### config.mk
export PLATFORM = sky130hd
export DESIGN_NAME = ad7606_ctrl
export DESIGN_NICKNAME = d
export VERILOG_FILES = /design/src/rtl/ad7606_ctrl.sv
export SDC_FILE = /design/constraint.sdc
export NUM_CORES = 1
export LEC_CHECK = 0
export CORE_MARGIN = 2
export CORE_UTILIZATION = 40
export CTS_CLUSTER_SIZE = 10
export DETAILED_ROUTE_END_ITERATION = 12
export PLACE_DENSITY = 0.7
export SLEW_MARGIN = 5
export SYNTH_ARGS = -nofsm -noshare
export SYNTH_HDL_FRONTEND = slang
export SYNTH_SLANG_ARGS = --single-unit
### constraint.sdc
create_clock -name clk_i -period 5.9 [get_ports clk_i]
set_input_delay 1.18 -clock clk_i [delete_from_list [all_inputs] [get_ports clk_i]]
set_output_delay 1.18 -clock clk_i [all_outputs]
set_load 0.01 [all_outputs]
### src/rtl/ad7606_ctrl.sv
// AD7606 parallel-read sequencer: power-up RESET pulse, CONVST on request,
// BUSY tracking, then CS/RD readout of CH0..CH7 as tagged 16-bit samples.
module ad7606_ctrl #(
  parameter int unsigned RST_CYC       = 8,
  parameter int unsigned CONVST_LO_CYC = 4,
  parameter int unsigned RD_LO_CYC     = 4,
  parameter int unsigned RD_HI_CYC     = 2,
  parameter int unsigned BUSY_HI_TO    = 16,
  parameter int unsigned BUSY_LO_TO    = 40000
) (
  input  logic        clk_i,
  input  logic        reset_n_i,
  input  logic        start_i,
  input  logic [2:0]  os_i,
  input  logic        clr_err_i,
  input  logic        busy_i,
  input  logic        frstdata_i,
  input  logic [15:0] db_i,
  output logic        ad_reset_o,
  output logic        convst_o,
  output logic        cs_o,
  output logic        rd_o,
  output logic [2:0]  os_o,
  output logic [15:0] sample_o,
  output logic [2:0]  sample_chan_o,
  output logic        sample_valid_o,
  output logic        frame_done_o,
  output logic        idle_o,
  output logic [2:0]  err_o
);

  localparam int unsigned CW = 16;
  localparam logic [CW-1:0] RST_LAST   = CW'(RST_CYC - 1);
  localparam logic [CW-1:0] CONV_LAST  = CW'(CONVST_LO_CYC - 1);
  localparam logic [CW-1:0] BHI_LAST   = CW'(BUSY_HI_TO - 1);
  localparam logic [CW-1:0] BLO_LAST   = CW'(BUSY_LO_TO - 1);
  localparam logic [CW-1:0] RDLO_LAST  = CW'(RD_LO_CYC - 1);
  localparam logic [CW-1:0] RD_LAST    = CW'(RD_LO_CYC + RD_HI_CYC - 1);

  typedef enum logic [2:0] {
    S_RESET, S_IDLE, S_CONV, S_WBH, S_WBL, S_READ
  } state_t;

  state_t        state_q, state_d;
  logic [CW-1:0] cnt_q, cnt_d;
  logic [2:0]    chan_q, chan_d;
  logic          busy_s1_q, busy_s2_q;
  logic          ad_reset_q, ad_reset_d;
  logic          convst_q, convst_d;
  logic          cs_q, cs_d;
  logic          rd_q, rd_d;
  logic [2:0]    os_q, os_d;
  logic [15:0]   sample_q, sample_d;
  logic [2:0]    sample_chan_q, sample_chan_d;
  logic          sample_valid_q, sample_valid_d;
  logic          frame_done_q, frame_done_d;
  logic          idle_q, idle_d;
  logic [2:0]    err_q, err_d;
  logic [2:0]    err_set;

  // Two-flop synchroniser for the asynchronous BUSY pin.
  always_ff @(posedge clk_i or negedge reset_n_i) begin
    if (!reset_n_i) begin
      busy_s1_q <= 1'b0;
      busy_s2_q <= 1'b0;
    end else begin
      busy_s1_q <= busy_i;
      busy_s2_q <= busy_s1_q;
    end
  end

  // State, counters and registered pin/strobe outputs.
  always_ff @(posedge clk_i or negedge reset_n_i) begin
    if (!reset_n_i) begin
      state_q        <= S_RESET;
      cnt_q          <= '0;
      chan_q         <= '0;
      ad_reset_q     <= 1'b1;
      convst_q       <= 1'b1;
      cs_q           <= 1'b1;
      rd_q           <= 1'b1;
      os_q           <= '0;
      sample_q       <= '0;
      sample_chan_q  <= '0;
      sample_valid_q <= 1'b0;
      frame_done_q   <= 1'b0;
      idle_q         <= 1'b0;
      err_q          <= '0;
    end else begin
      state_q        <= state_d;
      cnt_q          <= cnt_d;
      chan_q         <= chan_d;
      ad_reset_q     <= ad_reset_d;
      convst_q       <= convst_d;
      cs_q           <= cs_d;
      rd_q           <= rd_d;
      os_q           <= os_d;
      sample_q       <= sample_d;
      sample_chan_q  <= sample_chan_d;
      sample_valid_q <= sample_valid_d;
      frame_done_q   <= frame_done_d;
      idle_q         <= idle_d;
      err_q          <= err_d;
    end
  end

  // Next-state and next-output logic; outputs are computed one cycle ahead
  // so every pin comes straight from a flop.
  always_comb begin
    state_d        = state_q;
    cnt_d          = (cnt_q == '1) ? cnt_q : cnt_q + 1'b1;
    chan_d         = chan_q;
    ad_reset_d     = ad_reset_q;
    convst_d       = convst_q;
    cs_d           = cs_q;
    rd_d           = rd_q;
    os_d           = os_q;
    sample_d       = sample_q;
    sample_chan_d  = sample_chan_q;
    sample_valid_d = 1'b0;
    frame_done_d   = 1'b0;
    err_set        = '0;

    if (start_i && (state_q != S_IDLE)) err_set[0] = 1'b1;

    case (state_q)
      S_RESET: begin
        ad_reset_d = 1'b1;
        if (cnt_q == RST_LAST) begin
          ad_reset_d = 1'b0;
          state_d    = S_IDLE;
        end
      end
      S_IDLE: begin
        if (start_i) begin
          os_d     = (os_i == 3'b111) ? 3'b110 : os_i;
          convst_d = 1'b0;
          state_d  = S_CONV;
        end
      end
      S_CONV: begin
        if (cnt_q == CONV_LAST) begin
          convst_d = 1'b1;
          state_d  = S_WBH;
        end
      end
      S_WBH: begin
        if (busy_s2_q) begin
          state_d = S_WBL;
        end else if (cnt_q == BHI_LAST) begin
          err_set[1] = 1'b1;
          state_d    = S_IDLE;
        end
      end
      S_WBL: begin
        if (!busy_s2_q) begin
          cs_d    = 1'b0;
          rd_d    = 1'b0;
          chan_d  = '0;
          state_d = S_READ;
        end else if (cnt_q == BLO_LAST) begin
          err_set[1] = 1'b1;
          state_d    = S_IDLE;
        end
      end
      S_READ: begin
        // cnt_q is the position within one channel slot (RD low, then RD high).
        if (cnt_q == RDLO_LAST) begin
          rd_d           = 1'b1;
          sample_d       = db_i;
          sample_chan_d  = chan_q;
          sample_valid_d = 1'b1;
          if (frstdata_i != (chan_q == 3'd0)) err_set[2] = 1'b1;
        end else if (cnt_q == RD_LAST) begin
          if (chan_q == 3'd7) begin
            cs_d         = 1'b1;
            frame_done_d = 1'b1;
            state_d      = S_IDLE;
          end else begin
            chan_d = chan_q + 3'd1;
            rd_d   = 1'b0;
            cnt_d  = '0;
          end
        end
      end
      default: state_d = S_RESET;
    endcase

    if (state_d != state_q) cnt_d = '0;
    idle_d = (state_d == S_IDLE);
    err_d  = (clr_err_i ? 3'b000 : err_q) | err_set;
  end

  assign ad_reset_o     = ad_reset_q;
  assign convst_o       = convst_q;
  assign cs_o           = cs_q;
  assign rd_o           = rd_q;
  assign os_o           = os_q;
  assign sample_o       = sample_q;
  assign sample_chan_o  = sample_chan_q;
  assign sample_valid_o = sample_valid_q;
  assign frame_done_o   = frame_done_q;
  assign idle_o         = idle_q;
  assign err_o          = err_q;

endmodule

==> impl_results.rst <==
.. list-table::
   :header-rows: 1

   * - Metric
     - Value
   * - Result of the run
     - finished clean
   * - Wire length per cell after detailed routing
     - ~14 um
   * - Most common cell after layout, fill and taps aside
     - sky130_fd_sc_hd__clkdlybuf4s50_1
   * - Critical path, cell by cell
     - or4_4 -> or4_4 -> nor3b_2 -> and2_1 -> mux2_2
   * - Most used cells in the layout excluding fill and tap cells
     - 55 x sky130_fd_sc_hd__clkdlybuf4s50_1, 52 x sky130_fd_sc_hd__dfrtp_1, 29 x sky130_fd_sc_hd__nor2_1
   * - Summed instance area of the synthesized netlist
     - 2740 um^2
   * - Worst slew margin relative to its limit
     - 0.3670
   * - Core region area
     - 6719 um^2
   * - Actual slew at the worst max-slew pin
     - between 0.9 and 1 ns
   * - Post-layout instance count excluding filler cells
     - around 390
   * - Post-CTS Repair Setup Buffers
     - 0
   * - Cells on Worst Hold Path
     - 0
   * - Final Cycle Share
     - 0.5241
   * - Endpoints failing setup
     - 0
   * - Standard-cell rows
     - 30
   * - Dpl ws
     - 2.778 ns
   * - Syn Nets
     - between 200 and 300
   * - Fin worst setup slack
     - 2.808 ns
   * - Syn Inst Count
     - 259
   * - Number of clock buffers inserted by TritonCTS
     - 5
   * - Number of nets in the layout
     - 342
   * - Via density
     - around 5.4
   * - Chip Width
     - 86.77 um
   * - Flops & latches, synth
     - 56
   * - Via count of the first global-routing pass
     - ~2000
   * - Buffers added on ports
     - 56
   * - Num Clock Sinks
     - 56
   * - Count of nets left with antenna violations after detail routing
     - 0
   * - Drc violations
     - 0
   * - Clk pin slew, worst setup/hold paths
     - 0.10 ns
   * - Count of cell types in the netlist
     - 48
   * - Stages on the worst setup path
     - 5
   * - Top fanout value on the critical path
     - 22
   * - Fraction of final layout cells with drive strength greater than 1
     - 0.08307
   * - Sort of element at the end of the critical path
     - register
   * - Final Wtd Congestion
     - 0.8724
   * - Fraction of registers with async set or reset after synthesis
     - 1.000
   * - Number of hold-repair buffers added at the cts stage
     - 0
   * - Post-CTS Resized
     - 0
   * - Number of buffers on the longest clock path
     - 2
   * - Number of placed instances, taps included
     - a little under 400
   * - Arrival time of data at the critical path endpoint
     - 3.30 ns
   * - Die Y
     - 86.77 um
   * - Main synth FF type
     - sky130_fd_sc_hd__dfrtp_1
   * - Routed wire length
     - about 5500 um
   * - Total via count in the routed design
     - 2120
   * - Sum of overflow across all layers after global routing
     - 0
   * - Endpoints failing hold
     - 0
   * - Leak pwr
     - 1.473 nW
   * - Global-route usage over all layers
     - 0.1577
   * - Gate family responsible for the most delay along the worst path
     - simple AND/OR/NAND/NOR gates
   * - Die outline area
     - 7528 um^2
   * - Standard cell with the maximum stage delay on the critical path
     - sky130_fd_sc_hd__and2_1
   * - Worst reg2reg path depth
     - 5
   * - Power density cells
     - 348.7 nW/um^2
   * - Post-synth EDFFs
     - 0
   * - Diodes inserted
     - 0
   * - TritonCTS clock tree
     - yes
   * - Top-level I/O count
     - 57
   * - Summed negative setup slack over all endpoints
     - 0 ns
   * - Clock Tree Root
     - sky130_fd_sc_hd__clkbuf_8
   * - Final max-slew violation count
     - 0
   * - CP most frequent cell
     - sky130_fd_sc_hd__or4_4
   * - Max Cap Violations
     - 0
   * - HPWL reported at the end of detailed placement
     - roughly 3900 um
   * - Area growth from synthesis to final layout
     - 25.16%
   * - Synthesis Warnings
     - 0
   * - Achievable clock frequency
     - 323.4 MHz
   * - Worst-skew pair later-pin latency
     - between 0.3 and 0.4 ns
   * - Largest net degree at the start of global routing
     - between 50 and 60
   * - Unrepaired setup endpoints after global routing
     - no
   * - Number of levels the H-tree was split into
     - 2
   * - Shortest clock period the worst path allows after layout
     - 3.092 ns
   * - Worst hold path class
     - register to register
   * - Peak supply drop
     - between 0.00015 and 0.0002 V
   * - Initial Utilization
     - 0.4078
   * - Crit Path Category
     - register to register
   * - CP peak stage delay
     - approximately 0.78 ns
   * - Iteration-0 DRC Markers
     - 114
   * - Bufs and invs on worst path
     - 0
   * - Number of antenna violations at the first check in global routing
     - 0
   * - Wire length of the first global-routing pass
     - 9404 um
   * - First-pass iteration count of the detailed router
     - 4
   * - Final worst clock skew
     - 0.007524 ns
   * - Share of the yosys chip area belonging to registers
     - 0.5132
   * - Critical path launch point type
     - register
   * - Worst endpoint required time
     - 6.10 ns
   * - Syn Area/Cell
     - 10.58 um^2
## flip-flops by register name, summed over array words and instances, names as in the netlist
name / flops
cnt_q: 16
sample_o: 16
chan_q: 3
err_o: 3
os_o: 3
sample_chan_o: 3
state_q: 3
ad_reset_o: 1
busy_s1_q: 1
busy_s2_q: 1
convst_o: 1
cs_o: 1
frame_done_o: 1
idle_o: 1
rd_o: 1
sample_valid_o: 1
## synth_stat cells, drive strengths merged, types with 3 or more instances
cell type | n | area share
a21oi | 4 | 0.0073
a31oi | 3 | 0.0069
and2 | 3 | 0.0069
and3 | 3 | 0.0069
and4b | 3 | 0.011
buf | 4 | 0.015
clkbuf | 7 | 0.0096
dfrtp | 52 | 0.47
dfstp | 4 | 0.038
ha | 5 | 0.023
inv | 8 | 0.011
mux2 | 21 | 0.086
mux2i | 3 | 0.011
nand2 | 21 | 0.029
nand3 | 14 | 0.026
nand4 | 6 | 0.014
nor2 | 29 | 0.040
nor3 | 7 | 0.013
nor4 | 6 | 0.016
o21ai | 10 | 0.018
or2 | 3 | 0.0069
or3 | 3 | 0.0069
or4 | 7 | 0.025
xnor2 | 6 | 0.019
## kinds of logic after synthesis
family                     count (synthesis)  share of synthesized area
AOI/OAI and AO/OA                         34                    0.08128
xor gates and xnor gates                   8                    0.02557
adders and majority gates                  5                    0.02283
buffers and inverters                     19                    0.03562
DFF                                       56                     0.5132
muxes                                     24                    0.09726
and+or+nand+nor                          113                     0.2242
## final timing paths
kind | startpoint | to | slack (ns)
worst max-delay path | cnt_q[8] | sample_o[9] | 2.81
worst min-delay path | busy_s1_q | busy_s2_q | 0.36
worst max register to register | cnt_q[8] | sample_o[9] | 2.81
worst min register to register | busy_s1_q | busy_s2_q | 0.36
max in group asynchronous | reset_n_i | cnt_q[14] | 4.46
min in group asynchronous | reset_n_i | sample_o[10] | 0.99
## area by class of cell
class	instances	area (um^2)
Clock buffer	7	86.33
Sequential cell	56	1406
Fill cell	601	3289
Multi-Input combinational cell	184	1236
Timing Repair Buffer	57	563.0
Clock inverter	1	7.507
Tap cell	80	100.1
Inverter	8	30.03
## stage by stage
stage,hold slack [ns],utilization,instance area (um^2),power [mW]
final,0.3627,0.5104,3430,1.196
after global routing,0.3699,0.5104,3430,1.287
after CTS,0.3658,0.5104,3430,1.210
after detailed placement,0.3425,0.4965,3336,0.9907
after global placement,0.3329,0.4965,3336,0.9868
after floorplan,0.3312,-,2740,0.7984
## report_power, final
group	leakage (nW)	switching, mW	internal [mW]
Sequential	0.736	0.0709	0.474
Clock	0.0445	0.121	0.0957
Combinational	0.693	0.200	0.235
Total	1.47	0.392	0.804
## worst register-to-register path, cell delays in order (launching register included)
cell,delay [ns]
sky130_fd_sc_hd__dfrtp_1,0.45
sky130_fd_sc_hd__or4_4,0.58
sky130_fd_sc_hd__or4_4,0.56
sky130_fd_sc_hd__nor3b_2,0.21
sky130_fd_sc_hd__and2_1,0.78
sky130_fd_sc_hd__mux2_2,0.42
## per-layer routing
metal | track usage | up-vias | share of wire
li1 | - | 1033 | -
met1 | 0.1998 | 1011 | 0.47
met2 | 0.2643 | 68 | 0.45
met3 | 0.03619 | 8 | 0.061
met4 | 0.05682 | 0 | 0.019
met5 | 0 | - | 0
Note: power is estimated with default switching activity, not from simulation.
